File: config.mk
export PLATFORM = sky130hd
export DESIGN_NAME = sif_responder_flat
export DESIGN_NICKNAME = d
export VERILOG_FILES = /design/src/rtl/sif_responder_if.sv /design/src/rtl/sif_responder.sv /design/src/flat_wrapper.sv
export SDC_FILE = /design/constraint.sdc
export NUM_CORES = 1
export LEC_CHECK = 0
export BUFFER_PORTS_ARGS = -buffer_cell sky130_fd_sc_hd__buf_2
export CORE_MARGIN = 3
export CORE_UTILIZATION = 45
export DETAILED_ROUTE_END_ITERATION = 8
export PLACE_DENSITY = 0.61
export SLEW_MARGIN = 0
export SYNTH_ARGS = -nofsm -noshare
export SYNTH_HDL_FRONTEND = slang
export SYNTH_SLANG_ARGS = --single-unit
File: constraint.sdc
create_clock -name clk -period 6.4 [get_ports clk]
set_clock_uncertainty 0.05 [all_clocks]
set_input_delay 0.64 -clock clk [delete_from_list [all_inputs] [get_ports clk]]
set_output_delay 0.64 -clock clk [all_outputs]
set_load 0.005 [all_outputs]
File: src/rtl/sif_responder_if.sv
// SIF X-bus access port and W write-port grouped into one bundle.
// slave = responder side, master = X driver / W consumer side.
interface sif_responder_if #(
    parameter int ADDR_W = 16,
    parameter int DATA_W = 16
) ();
    logic              xa_wr_s;
    logic              xa_rd_s;
    logic [ADDR_W-1:0] xa_addr;
    logic [DATA_W-1:0] xa_data_wr;
    logic [DATA_W-1:0] xa_data_rd;
    logic              xa_busy;
    logic              wa_wr_s;
    logic [ADDR_W-1:0] wa_addr;
    logic [DATA_W-1:0] wa_data_wr;
    logic              wa_ready;

    modport slave (
        input  xa_wr_s, xa_rd_s, xa_addr, xa_data_wr, wa_ready,
        output xa_data_rd, xa_busy, wa_wr_s, wa_addr, wa_data_wr
    );

    modport master (
        output xa_wr_s, xa_rd_s, xa_addr, xa_data_wr, wa_ready,
        input  xa_data_rd, xa_busy, wa_wr_s, wa_addr, wa_data_wr
    );
endinterface

File: src/rtl/sif_responder.sv
// SIF X-bus target: register bank with registered reads, writes forwarded to the W port via a FIFO.
// Optional saturating error counter output err_cnt enabled by defining SIF_RESP_ERR_CNT_EN.
module sif_responder #(
    parameter int              ADDR_W     = 16,
    parameter int              DATA_W     = 16,
    parameter int              NUM_REGS   = 16,
    parameter int              FIFO_DEPTH = 4,
    parameter logic [DATA_W-1:0] BAD_DATA = 16'hBADA
) (
    input  logic           clk,
    input  logic           rst_n,
    sif_responder_if.slave bus
`ifdef SIF_RESP_ERR_CNT_EN
    ,
    output logic [7:0]     err_cnt
`endif
);
    localparam int IDX_W = $clog2(NUM_REGS);
    localparam int PTR_W = $clog2(FIFO_DEPTH);
    localparam int CNT_W = PTR_W + 1;
    localparam int WORD_W = ADDR_W + DATA_W;
    localparam logic [ADDR_W:0] NUM_REGS_W = NUM_REGS;
    localparam logic [CNT_W-1:0] FULL_CNT = CNT_W'(FIFO_DEPTH);

    logic              in_range;
    logic              push;
    logic              pop;
    logic              wr_accept;
    logic              rd_en;
    logic [IDX_W-1:0]  addr_idx;
    logic [WORD_W-1:0] push_word;

    logic [CNT_W-1:0]  count_reg;
    logic [CNT_W-1:0]  count_next;
    logic [PTR_W-1:0]  wr_ptr_reg;
    logic [PTR_W-1:0]  rd_ptr_reg;
    logic [PTR_W-1:0]  rd_ptr_plus1;
    logic [WORD_W-1:0] fifo_mem [FIFO_DEPTH];
    logic [WORD_W-1:0] head_reg;
    logic [WORD_W-1:0] head_next;
    logic              busy_reg;
    logic [DATA_W-1:0] rd_data_reg;
    logic [DATA_W-1:0] bank_q [NUM_REGS];

    assign in_range     = {1'b0, bus.xa_addr} < NUM_REGS_W;
    assign addr_idx     = bus.xa_addr[IDX_W-1:0];
    assign push_word    = {bus.xa_addr, bus.xa_data_wr};
    // Out-of-range writes still travel to W; only the bank update needs the range check.
    assign push         = bus.xa_wr_s && !busy_reg;
    assign wr_accept    = push && in_range;
    assign rd_en        = bus.xa_rd_s && !bus.xa_wr_s;
    assign pop          = (count_reg != '0) && bus.wa_ready;
    assign count_next   = count_reg + CNT_W'(push) - CNT_W'(pop);
    assign rd_ptr_plus1 = rd_ptr_reg + PTR_W'(1);

    genvar gi;
    generate
        for (gi = 0; gi < NUM_REGS; gi++) begin : g_bank
            logic [DATA_W-1:0] word_reg;
            always_ff @(posedge clk) begin
                if (!rst_n) begin
                    word_reg <= '0;
                end else if (wr_accept && addr_idx == IDX_W'(gi)) begin
                    word_reg <= bus.xa_data_wr;
                end
            end
            assign bank_q[gi] = word_reg;
        end
    endgenerate

    always_ff @(posedge clk) begin
        if (!rst_n) begin
            rd_data_reg <= '0;
        end else if (rd_en) begin
            rd_data_reg <= in_range ? bank_q[addr_idx] : BAD_DATA;
        end
    end

    always_ff @(posedge clk) begin
        if (push) begin
            fifo_mem[wr_ptr_reg] <= push_word;
        end
    end

    // Registered head: next entry after a pop, or the pushed word when it lands in an empty/draining FIFO.
    always_comb begin
        head_next = head_reg;
        if (count_next != '0) begin
            if (pop) begin
                head_next = (count_reg == CNT_W'(1)) ? push_word : fifo_mem[rd_ptr_plus1];
            end else if (count_reg == '0) begin
                head_next = push_word;
            end
        end
    end

    always_ff @(posedge clk) begin
        if (!rst_n) begin
            count_reg  <= '0;
            wr_ptr_reg <= '0;
            rd_ptr_reg <= '0;
            head_reg   <= '0;
            busy_reg   <= 1'b0;
        end else begin
            count_reg <= count_next;
            head_reg  <= head_next;
            busy_reg  <= (count_next == FULL_CNT);
            if (push) begin
                wr_ptr_reg <= wr_ptr_reg + PTR_W'(1);
            end
            if (pop) begin
                rd_ptr_reg <= rd_ptr_plus1;
            end
        end
    end

    assign bus.xa_data_rd = rd_data_reg;
    assign bus.xa_busy    = busy_reg;
    assign bus.wa_wr_s    = (count_reg != '0);
    assign bus.wa_addr    = head_reg[WORD_W-1:DATA_W];
    assign bus.wa_data_wr = head_reg[DATA_W-1:0];

`ifdef SIF_RESP_ERR_CNT_EN
    logic       err_event;
    logic [7:0] err_cnt_reg;

    assign err_event = (bus.xa_wr_s && busy_reg)
                     || (bus.xa_wr_s && bus.xa_rd_s)
                     || ((bus.xa_wr_s || bus.xa_rd_s) && !in_range);

    always_ff @(posedge clk) begin
        if (!rst_n) begin
            err_cnt_reg <= '0;
        end else if (err_event && err_cnt_reg != 8'hFF) begin
            err_cnt_reg <= err_cnt_reg + 8'd1;
        end
    end

    assign err_cnt = err_cnt_reg;
`endif
endmodule

File: src/flat_wrapper.sv
// flat-port wrapper written by rule: the top's interface ports become plain ports
module sif_responder_flat 
#(
    parameter int              ADDR_W     = 16,
    parameter int              DATA_W     = 16,
    parameter int              NUM_REGS   = 16,
    parameter int              FIFO_DEPTH = 4,
    parameter logic [DATA_W-1:0] BAD_DATA = 16'hBADA
)
  (clk, rst_n, bus_xa_wr_s, bus_xa_rd_s, bus_xa_addr, bus_xa_data_wr, bus_wa_ready, bus_xa_data_rd, bus_xa_busy, bus_wa_wr_s, bus_wa_addr, bus_wa_data_wr);
  sif_responder_if #(.ADDR_W(ADDR_W), .DATA_W(DATA_W)) bus_i ();
  input  logic clk;
  input  logic rst_n;
  input wire logic [$bits(bus_i.xa_wr_s)-1:0] bus_xa_wr_s;
  input wire logic [$bits(bus_i.xa_rd_s)-1:0] bus_xa_rd_s;
  input wire logic [$bits(bus_i.xa_addr)-1:0] bus_xa_addr;
  input wire logic [$bits(bus_i.xa_data_wr)-1:0] bus_xa_data_wr;
  input wire logic [$bits(bus_i.wa_ready)-1:0] bus_wa_ready;
  output wire logic [$bits(bus_i.xa_data_rd)-1:0] bus_xa_data_rd;
  output wire logic [$bits(bus_i.xa_busy)-1:0] bus_xa_busy;
  output wire logic [$bits(bus_i.wa_wr_s)-1:0] bus_wa_wr_s;
  output wire logic [$bits(bus_i.wa_addr)-1:0] bus_wa_addr;
  output wire logic [$bits(bus_i.wa_data_wr)-1:0] bus_wa_data_wr;
  assign bus_i.xa_wr_s = bus_xa_wr_s;
  assign bus_i.xa_rd_s = bus_xa_rd_s;
  assign bus_i.xa_addr = bus_xa_addr;
  assign bus_i.xa_data_wr = bus_xa_data_wr;
  assign bus_i.wa_ready = bus_wa_ready;
  assign bus_xa_data_rd = bus_i.xa_data_rd;
  assign bus_xa_busy = bus_i.xa_busy;
  assign bus_wa_wr_s = bus_i.wa_wr_s;
  assign bus_wa_addr = bus_i.wa_addr;
  assign bus_wa_data_wr = bus_i.wa_data_wr;
  sif_responder #(.ADDR_W(ADDR_W), .DATA_W(DATA_W), .NUM_REGS(NUM_REGS), .FIFO_DEPTH(FIFO_DEPTH), .BAD_DATA(BAD_DATA)) u_core (.clk(clk), .rst_n(rst_n), .bus(bus_i));
endmodule
# ---- Yosys cells after proc, flatten, opt, wreduce, memory -nomap -nowiden
# Memories as Yosys holds them, arrays and structs flattened.
# Index checks and enable logic that the tools add are counted.
# W data, S select, Z words.
dict set report totals {
  regBits 312
  ramBits 128
  in_bits 37
  memories 1
}
dict set report classes {
  n_addsub 4
  magnitude_cmp 2
  eq_ne 17
  n_mux 9
  bitwise 1
  reduce_logical 28
}
# name depth word_bits read_ports rd_ports_with_merged_regs write_ports line_no
set memory_table {}
lappend memory_table {u_core.fifo_mem 4 32 1 0 1 sif_responder.sv:38} ;# logic [WORD_W-1:0] fifo_mem [FIFO_DEPTH];
# op n
set op_table {}
lappend op_table {{$mux W32} 3}
lappend op_table {{$bmux W16 S4} 1}
lappend op_table {{$mux W16} 3}
lappend op_table {{$eq A4 B4 Y1 const B} 8}
lappend op_table {{$logic_and A1 B1 Y1} 20}
lappend op_table {{$eq A4 B3 Y1 const B} 4}
lappend op_table {{$lt A16 B5 Y1 const B} 1}
lappend op_table {{$eq A4 B2 Y1 const B} 2}
lappend op_table {{$reduce_bool A3 Y1} 2}
lappend op_table {{$ge A5 B5 Y1 const B} 1}
lappend op_table {{$not A4 Y5} 1}
lappend op_table {{$add A2 B1 Y2 const B} 2}
lappend op_table {{$eq A4 B1 Y1 const B} 1}
lappend op_table {{$logic_not A4 Y1} 1}
lappend op_table {{$add A3 B1 Y3} 1}
lappend op_table {{$eq A3 B1 Y1 const B} 1}
lappend op_table {{$eq A3 B3 Y1 const B} 1}
lappend op_table {{$logic_not A3 Y1} 1}
lappend op_table {{$sub A3 B1 Y3} 1}
lappend op_table {{$logic_not A1 Y1} 2}
lappend op_table {{$mux W1} 2}
lappend op_table {{$reduce_and A2 Y1} 1}
lappend op_table {{$reduce_bool A2 Y1} 1}

# ---- Logic depth before layout (Yosys ltp)
dict set report depth {
  word_depth 6
  depth_mapped 12
  depth_no_buf 10
}

# ---- Worst setup path before layout
# Ideal clock, no wire load.
dict set report synth_timing {
  path_kind {input to register}
  startpoint {in bus_xa_wr_s}
  endpoint {reg u_core.head_reg[24]}
  setup_time_ns 0.116
  t_arrival_ns 2.912
  required_time_ns 6.234
  path_slack_ns 3.322
  stages 12
  n_path_buf 3
  cell_sequence {nor2b_1 -> clkbuf_1 -> buf_2 -> or2_2 -> nand2_1 -> ha_1 -> fa_1 -> xor3_1 -> a22oi_4 -> buf_2 -> nand3_1 -> o211a_1}
}
dict set report synth_between {
  elab_chain_len 5
}
# element line_no
set synth_rtl {}
lappend synth_rtl {{from (decl)} flat_wrapper.sv:14} ;# input wire logic [$bits(bus_i.xa_wr_s)-1:0] bus_xa_wr_s;
lappend synth_rtl {{$logic_and A1 B1 Y1} sif_responder.sv:49} ;# assign push = bus.xa_wr_s && !busy_reg;
lappend synth_rtl {{$add A3 B1 Y3} sif_responder.sv:53} ;# assign count_next = count_reg + CNT_W'(push) - CNT_W'(pop);
lappend synth_rtl {{$sub A3 B1 Y3} sif_responder.sv:53}
lappend synth_rtl {{$reduce_bool A3 Y1} sif_responder.sv:88} ;# if (count_next != '0) begin
lappend synth_rtl {{$reduce_and A2 Y1 (no line)} n/a}
lappend synth_rtl {{to (signal assigned)} sif_responder.sv:106} ;# head_reg <= head_next;
lappend synth_rtl {{to (decl)} sif_responder.sv:39} ;# logic [WORD_W-1:0] head_reg;
# No other way between the ends.
# A chain may end at the register's enable or synchronous reset.

# ---- Worst setup path in the final report
dict set report layout_timing {
  startpoint {reg u_core.busy_reg (netlist: u_core.bus.xa_busy)}
  endpoint {reg u_core.head_reg[11]}
}
dict set report layout_between {
  elab_chain_len 6
}
# element line_no
set layout_rtl {}
lappend layout_rtl {{from (decl)} sif_responder.sv:41} ;# logic busy_reg;
lappend layout_rtl {{from (signal assigned)} sif_responder.sv:107} ;# busy_reg <= (count_next == FULL_CNT);
lappend layout_rtl {{$logic_not A1 Y1} sif_responder.sv:49}
lappend layout_rtl {{$logic_and A1 B1 Y1} sif_responder.sv:49}
lappend layout_rtl {{$add A3 B1 Y3} sif_responder.sv:53}
lappend layout_rtl {{$sub A3 B1 Y3} sif_responder.sv:53}
lappend layout_rtl {{$reduce_bool A3 Y1} sif_responder.sv:88}
lappend layout_rtl {{$reduce_and A2 Y1 (no line)} n/a}
# No other way between the ends.

==> flow_metrics.py <==
metrics = {
    "placed_design": {
        "port_buffers": 86,
        "gp_congestion": 0.771,
        "dp_hpwl_mm": 29.8,
        "dp.cells": 2302,
    },
    "critical_path": {
        "crit_fanout": 64,
        "worstPathArrival_ps": 3930,
        "crit_type": "reg -> reg",
        "worst_setup_path_start_kind": "register",
        "cp.required_ps": 6810,
        "cp-end-kind": "register",
    },
    "die": {
        "boundaryPins": 87,
        "die_y_um": 217,
        "std_cell_rows": 76,
        "start_util": 0.462,
        "design.die.area_sq_mm": 0.0472,
        "coreArea_sq_mm": 0.0436,
        "die_x_um": 217,
    },
    "routing": {
        "ant_nets": 0,
        "viasPerCell": 6.39,
        "routed_wl_mm": 56.2,
        "drtIter0Drc": 1490,
        "drtPass1Iterations": 5,
        "vias": 15241,
        "drcViolationCount": 0,
        "wl_per_cell_um": 23.6,
    },
    "finish": {
        "largest_reg_flops": 256,
        "final_cells": 2385,
        "nFillCells": 3875,
        "diodes": 0,
        "drive_gt1_frac": 0.169,
        "area_growth_pct": 8.98,
        "nets": 1808,
    },
    "synthesis": {
        "postSynth.asyncResetShare": 0,
        "syn-num-nets": 1884,
        "ys_seq_elements": 440,
        "synth_cells": 1841,
        "syn_area_per_cell_sq_um": 10.9,
        "synth_top_area_frac": 0.311,
        "synth_most_common_cell": "dfxtp_1",
        "ys_warn_count": 0,
        "synth_common_cells": "312 x dfxtp_1, 268 x o21ai_0, 256 x a21boi_1",
        "synth_flop_cell": "dfxtp_1",
        "syn_area_sq_mm": 0.0201,
        "synth_edf_count": 128,
        "ys_types": 51,
        "synth_area_leader_cell": "dfxtp_1",
        "synth.area.top_cells": "dfxtp_1 31%, edfxtp_1 19%, a21boi_1 9.6%",
        "ys_seq_area_frac": 0.502,
    },
    "clock_network": {
        "cts_resized": 0,
        "htreeDepth": 2,
        "cts_hold_buf": 0,
        "insertion_delay_ps": 570,
        "cts_setup_buffers": 0,
        "cts_tree": "done",
        "cts_buffers": 46,
        "root_buffer": "clkbuf_16",
        "clk_pin_slew_ps": 60,
        "cts_buffer_depth": 3,
        "cts.sinks": 440,
    },
    "global_route": {
        "grt_pass1_vias": 14901,
        "grt_max_degree": 145,
        "grt_overflow": 0,
        "antenna_found_initial": 0,
        "grt_first_pass_wirelength_mm": 88.2,
        "grt_use_total": 0.235,
    },
    "timing": {
        "final.setup.tns_ps": 0,
        "worst_slew_pin_slew_ps": 1240,
        "drv_slew": 0,
        "fin_crit_sh": 0.551,
        "finalHoldViolCount": 0,
        "finalCriticalPeriod_ps": 3520,
        "setup_viol": 0,
        "clock.fmax_mhz": 284,
        "rsz0062_at_grt": "false",
        "slew-limit-headroom": 0.170,
    },
    "outcome": {
        "outcome": "completed",
    },
    "power_and_ir_drop": {
        "ir_drop_mv": 0.258,
        "p_per_area_mw_per_mm2": 310,
        "total_leakage_power_uw": 0.00743,
    },
    "worst_hold_path": {
        "hp-class": "in -> reg",
    },
    "job": {
        "drv_cap": 0,
    },
}
-- critical path, cell delays in order (launching register included) --
cell and delay (ps):
dfxtp_1 320, nor2b_1 640, or2_2 250, nand2_1 60, ha_1 200, fa_1 430, xor3_1 420, a22oi_4 150
buf_4 530, nand3_1 150, o211a_1 170
-- placed cells by master, fill, tap and decap left out, types with 3 or more instances in the layout --
cell | synthesis | routed
a21boi_1 | 256 | 256
a221oi_1 | 6 | 6
a22oi_1 | 4 | 4
a31oi_1 | 6 | 6
and2_1 | 13 | 12
buf_2 | 65 | 84
buf_4 | 27 | 27
clkbuf_1 | 140 | 12
clkbuf_16 | 0 | 47
clkbuf_8 | 0 | 9
clkinv_1 | 0 | 4
clkinv_2 | 0 | 8
dfxtp_1 | 312 | 311
edfxtp_1 | 128 | 128
ha_1 | 5 | 5
inv_1 | 5 | 5
mux2_2 | 19 | 19
mux2i_1 | 14 | 14
mux4_2 | 83 | 83
nand2_1 | 79 | 76
nand2_2 | 0 | 3
nand3_1 | 101 | 99
nand4_1 | 131 | 131
nand4b_1 | 64 | 64
nor2_1 | 3 | 3
nor2_8 | 3 | 3
nor2b_1 | 9 | 9
o211a_1 | 32 | 32
o21ai_0 | 268 | 267
o221ai_1 | 5 | 5
o22a_1 | 4 | 4
o22ai_1 | 14 | 14
o31ai_1 | 5 | 5
or2_2 | 3 | 3
xnor2_1 | 4 | 4
-- worst paths after layout --
path | from | end | slack, ps | cells after the start
max | u_core.bus.xa_busy$_SDFF_PN0_ | u_core.head_reg[11]$_SDFFE_PN0P_ | 2880 | 10
min | bus_xa_addr[8] | u_core.fifo_mem[1][24]$_DFFE_PP_ | 290 | 1
max reg2reg | u_core.bus.xa_busy$_SDFF_PN0_ | u_core.head_reg[11]$_SDFFE_PN0P_ | 2880 | 10
min reg2reg | u_core.g_bank[14].word_reg[7]$_SDFFE_PN0P_ | u_core.g_bank[14].word_reg[7]$_SDFFE_PN0P_ | 420 | 2
-- per-stage QoR --
step / setup slack (ps) / utilization / instance area, sq um / total power [uW] / hold WS, ps
2_1_floorplan: 3320 / - / 20100 / 3950 / 395
3_3_place_gp: 2520 / 0.470 / 20500 / 4250 / 403
3_5_place_dp: 2430 / 0.470 / 20500 / 4280 / 412
4_1_cts: 2880 / 0.503 / 21900 / 6850 / 268
5_1_grt: 2630 / 0.503 / 21900 / 7070 / 297
6_report: 2880 / 0.503 / 21900 / 6800 / 290
-- cell type report --
cell class              count  area [sq um]  area share
clock buffers              67          1330      0.0608
clock inverters            16           109     0.00497
inverters                   5          18.8    0.000857
multi-input cells        1158          8960       0.409
flip-flops and latches    440         10100       0.461
well taps                 585           732      0.0334
repair buffers            114           668      0.0305
-- logic make-up (layout without fill, tap and decap cells) --
| kind of cell | after synthesis | in the layout | synth area share |
|---|---|---|---|
| muxes | 116 | 116 | 0.111 |
| adders and majority gates | 6 | 6 | 0.00411 |
| xor gates and xnor gates | 6 | 6 | 0.00336 |
| buffers and inverters | 243 | 202 | 0.0545 |
| and+or+nand+nor | 421 | 421 | 0.127 |
| AOI/OAI and AO/OA | 609 | 609 | 0.198 |
| DFF | 440 | 440 | 0.502 |
-- where the power goes --
group | switching (uW) | leakage, uW | internal [uW]
Combinational | 626 | 0.00303 | 436
Clock | 1100 | 0.000707 | 1480
Sequential | 86.6 | 0.00370 | 3070
Total | 1810 | 0.00743 | 4990
-- layer usage --
| layer | track usage | share of wire |
|---|---|---|
| met1 | 0.330 | 0.44 |
| met2 | 0.377 | 0.47 |
| met3 | 0.0376 | 0.064 |
| met4 | 0.0702 | 0.022 |
| met5 | 0 | 0 |
Note: power is estimated with default switching activity, not from simulation.
